**src/rtl/alu_pkg.sv**
```systemverilog
// alu_pkg: shared widths, arbiter FSM states and the opcode set understood by alu
package alu_pkg;
  localparam int DATA_W = 8;
  localparam int OP_W = 4;
  typedef enum logic [1:0] {IDLE, EXEC, RESP} arb_state_t;
  typedef enum logic [OP_W-1:0] {
    OP_ADD = 4'h0, OP_SUB, OP_AND, OP_OR, OP_XOR, OP_NOT, OP_SHL, OP_SHR,
    OP_INC, OP_DEC, OP_PASS_A, OP_PASS_B
  } alu_op_t;
endpackage

```
**src/rtl/alu_arb_grant.sv**
```systemverilog
// alu_arb_grant: picks requester 0 or 1; ALU_ARB_RR_EN selects round-robin, else fixed priority to 0
module alu_arb_grant (
  input  logic v0,
  input  logic v1,
  input  logic last_grant,
  output logic grant,
  output logic any_valid
);
  assign any_valid = v0 || v1;
`ifdef ALU_ARB_RR_EN
  assign grant = (v0 && v1) ? !last_grant : v1;
`else
  logic unused_last_grant;
  assign unused_last_grant = last_grant;
  assign grant = v1 && !v0;
`endif
endmodule

```
**src/rtl/alu_arbiter.sv**
```systemverilog
// alu_arbiter: shares one combinational alu between two valid/ready clients; IDLE -> EXEC -> RESP
// ALU_ARB_RR_EN enables round-robin tie breaking (otherwise requester 0 always wins ties)
module alu_arbiter
  import alu_pkg::*;
(
  input  logic              clk,
  input  logic              rst_n,
  input  logic              req0_valid,
  output logic              req0_ready,
  input  logic [DATA_W-1:0] req0_a,
  input  logic [DATA_W-1:0] req0_b,
  input  logic [OP_W-1:0]   req0_sl,
  input  logic              req1_valid,
  output logic              req1_ready,
  input  logic [DATA_W-1:0] req1_a,
  input  logic [DATA_W-1:0] req1_b,
  input  logic [OP_W-1:0]   req1_sl,
  output logic [DATA_W-1:0] alu_a,
  output logic [DATA_W-1:0] alu_b,
  output logic [OP_W-1:0]   alu_sl,
  input  logic [DATA_W-1:0] alu_out,
  input  logic              alu_c,
  input  logic              alu_z,
  input  logic              alu_s,
  input  logic              alu_p,
  output logic              rsp_valid,
  input  logic              rsp_ready,
  output logic              rsp_id,
  output logic [DATA_W-1:0] rsp_out,
  output logic              rsp_c,
  output logic              rsp_z,
  output logic              rsp_s,
  output logic              rsp_p,
  output logic              busy
);
  arb_state_t state;
  logic grant, any_valid, last_grant;
  alu_arb_grant u_grant (
    .v0(req0_valid),
    .v1(req1_valid),
    .last_grant(last_grant),
    .grant(grant),
    .any_valid(any_valid)
  );
`ifndef ALU_ARB_RR_EN
  assign last_grant = 1'b1;
`endif
  // readys are forced low while reset is asserted so every output shows its reset value
  assign req0_ready = rst_n && state == IDLE && !grant && req0_valid;
  assign req1_ready = rst_n && state == IDLE && grant && req1_valid;
  assign busy = state != IDLE;
  always_ff @(posedge clk or negedge rst_n)
    if (!rst_n) begin
      state <= IDLE;
`ifdef ALU_ARB_RR_EN
      last_grant <= 1'b1;
`endif
      alu_a <= '0;
      alu_b <= '0;
      alu_sl <= '0;
      rsp_valid <= 1'b0;
      rsp_id <= 1'b0;
      rsp_out <= '0;
      rsp_c <= 1'b0;
      rsp_z <= 1'b0;
      rsp_s <= 1'b0;
      rsp_p <= 1'b0;
    end else begin
      unique case (state)
        IDLE: if (any_valid) begin
          state <= EXEC;
          alu_a <= grant ? req1_a : req0_a;
          alu_b <= grant ? req1_b : req0_b;
          alu_sl <= grant ? req1_sl : req0_sl;
          rsp_id <= grant;
`ifdef ALU_ARB_RR_EN
          last_grant <= grant;
`endif
        end
        EXEC: begin
          state <= RESP;
          rsp_valid <= 1'b1;
          rsp_out <= alu_out;
          rsp_c <= alu_c;
          rsp_z <= alu_z;
          rsp_s <= alu_s;
          rsp_p <= alu_p;
        end
        RESP: if (rsp_ready) begin
          state <= IDLE;
          rsp_valid <= 1'b0;
        end
        default: state <= IDLE;
      endcase
    end
endmodule

```
**config.mk**
```make
export PLATFORM = sky130hd
export DESIGN_NAME = alu_arbiter
export DESIGN_NICKNAME = d
export VERILOG_FILES = /design/src/rtl/alu_pkg.sv /design/src/rtl/alu_arb_grant.sv /design/src/rtl/alu_arbiter.sv
export SDC_FILE = /design/constraint.sdc
export NUM_CORES = 1
export LEC_CHECK = 0
export ABC_AREA = 1
export CAP_MARGIN = 20
export CORE_ASPECT_RATIO = 1.75
export CORE_UTILIZATION = 40
export DETAILED_ROUTE_END_ITERATION = 12
export GPL_TIMING_DRIVEN = 0
export PLACE_DENSITY_LB_ADDON = 0.1
export SLEW_MARGIN = 0
export SYNTH_ARGS = -nofsm -noshare
export SYNTH_HDL_FRONTEND = slang
export SYNTH_SLANG_ARGS = --single-unit
```
**constraint.sdc**
```tcl
create_clock -name clk -period 2.1 [get_ports clk]
set_input_delay 0.315 -clock clk [delete_from_list [all_inputs] [get_ports clk]]
set_output_delay 0.315 -clock clk [all_outputs]
set_load 0.005 [all_outputs]
```
==> flow_summary.yaml <==
sta:
  setup_tns_ps: 0
  grt_setup_unrepaired: "false"
  fin_skew_ps: 3.28
  finalSetupViolCount: 0
  final.min_clock_period_ps: 2040
  worstMarginPinSlew_ps: 223
  maxSlewHeadroom: 0.851
  finalMaxSlewViolations: 0
  hold_viol_final: 0
  fmax_ghz: 0.490
  post-route-period-util: 0.972
run:
  drv_cap: 0
floorplanning:
  pin_count: 94
  core_mm2: 0.00394
  die_y_um: 87.8
  dieArea_mm2: 0.00448
  start_util: 0.427
  fp-row-count: 30
  fp.dieW_um: 51.0
hold_path:
  min_path_type: "input pin to async pin"
yosys:
  synthesis.nets: 282
  synth_cell_types: 13
  synthesis.area_mm2: 0.00168
  netlist_instances: 225
  ys_seq_elements: 36
  synth.avg_cell_area_um2: 7.48
  ys_seq_area_frac: 0.535
  yosys_warnings: 0
detailed_routing:
  routed_wirelength_um: 4460
  detail-route-antenna-nets: 0
  wl_per_cell_um: 11.8
  routed_via_density: 4.63
  route.detailed.drc: 0
  vias: 1745
  first_pass_iters: 4
  first_iter_violations: 36
grt:
  grt_pass1_vias: 1645
  grt_usage: 0.208
  grt_max_degree: 35
  grt_remaining_overflow: 0
  grt_pass1_wl_um: 7130
  antenna_found_initial: 0
worst_setup_path:
  critPathLaunchType: "input pin"
  required_ps: 1780
  worstPathArrival_ps: 1730
  cp-end-kind: "output port"
  cp_max_fo: 10
  critical_path_class: "input pin to output port"
cts:
  cts_buffer_depth: 2
  cts_tree: "done"
  clkSlewWorstSetupHoldPaths_ps: 70
  cts_root_buf: "clkbuf_8"
  cts_sinks: 36
  cts_buffers: 5
  cts_max_level: 2
  clkLatencyLatePin_ps: 280
status:
  status: "finished, final reports clean"
layout:
  final_cell_area_mm2: 0.00283
  drive_gt1_frac: 0.0821
  fill_cells: 338
  antenna_cells: 0
  final_cell_mix: "nand2_1, clkdlybuf4s50_1, dfrtp_1, nand3_1, buf_2"
  layout_commonest_cell: "nand2_1"
  final_nets: 385
  fin_util: 0.717
  area_growth_pct: 68.0
placed_design:
  dpl_cell_area_mm2: 0.00267
  dp_hpwl_um: 3260
  place_congestion: 0.757
  port_buffers: 93
power_and_ir_drop:
  vdd_drop_max_v: 0.000639
  power_density_mw_per_mm2: 1200
  p_leak_nw: 1.43
logic make-up after synthesis:
kind of cell           Yosys count  synth area share
flip-flops                      36             0.535
AO/OA/AOI/OAI                    3           0.00892
AND/OR/NAND/NOR                168             0.399
buffers and inverters           18            0.0565
final timing paths:
path / cells past startpoint / startpoint / end / slack [ps]
worst max register to register: 5 / state[1]$_DFFE_PN0P_ / alu_sl[1]$_DFFE_PN0P_ / 940
worst max-delay path: 5 / req0_valid / req0_ready / 60
max in group asynchronous: 2 / rst_n / rsp_out[1]$_DFFE_PN0P_ / 1570
worst min register to register: 2 / rsp_out[1]$_DFFE_PN0P_ / rsp_out[1]$_DFFE_PN0P_ / 470
min in group clk: 2 / rsp_out[1]$_DFFE_PN0P_ / rsp_out[1]$_DFFE_PN0P_ / 470
worst min-delay path: 2 / rst_n / rsp_valid$_DFFE_PN0P_ / 10
state kept, by name, summed over array words and instances (netlist names):
register   cells
state          2
rsp_s          1
rsp_p          1
alu_sl         4
rsp_z          1
rsp_out        8
rsp_c          1
alu_a          8
rsp_valid      1
rsp_id         1
alu_b          8
critical path: stages:
cell	delay, ps
clkdlybuf4s50_1	510
inv_2	60
buf_6	130
nor3_1	180
clkdlybuf4s50_1	520
Yosys cell counts:
cell type / n / area share
buf_6: 2 / 0.013
dfrtp_1: 36 / 0.54
buf_2: 10 / 0.030
nor3_1: 1 / 0.0030
nand3_1: 22 / 0.065
nand2_1: 140 / 0.31
o21ai_0: 2 / 0.0059
nor2_2: 2 / 0.0074
nor2_1: 2 / 0.0045
nor2_4: 1 / 0.0067
o21ai_1: 1 / 0.0030
inv_2: 1 / 0.0022
inv_1: 5 / 0.011
metal layers:
metal | global-route usage | part of all wire | vias to the layer above | wire length [um]
met4 | 0.0758 | 0.011 | 0 | 48
met5 | 0 | 0 | - | 0
met2 | 0.382 | 0.52 | 55 | 2320
li1 | - | - | 896 | -
met3 | 0.0260 | 0.052 | 4 | 232
met1 | 0.241 | 0.42 | 790 | 1850
timing repair:
item / 4_1_cts / 5_1_grt
gates resized for setup: 7 / 0
endpoints found under the setup margin: 2 / 2
buffers inserted: 0 / 1
hold buffers: 2 / 0
hold endpoints to repair: 2 / 0
power breakdown:
group	total, W	switching (W)	internal, W
sequential	0.00121	0.000181	0.00103
combinational	0.00158	0.000678	0.000907
clock	0.000587	0.000235	0.000352
final cells by class:
type | instances | area, um^2 | area share
Sequential cell | 36 | 901 | 0.319
Tap cell | 48 | 60.1 | 0.0212
Multi-Input combinational cell | 171 | 687 | 0.243
Clock buffer | 6 | 72.6 | 0.0257
Inverter | 6 | 22.5 | 0.00796
Buffer | 12 | 85.1 | 0.0301
Clock inverter | 2 | 35.0 | 0.0124
Timing Repair Buffer | 96 | 965 | 0.341
metrics by stage:
stage	setup slack, ps	power [W]	std cells	hold WS [ps]
floorplan	990	0.00187	225	19.4
global placement	-1100	0.00278	366	452
detailed placement	-108	0.00281	366	453
CTS	16.5	0.00342	376	9.37
global route	16.5	0.00364	377	21.4
finish	58.6	0.00338	377	11.1
Power figures use the tool's default switching activity.
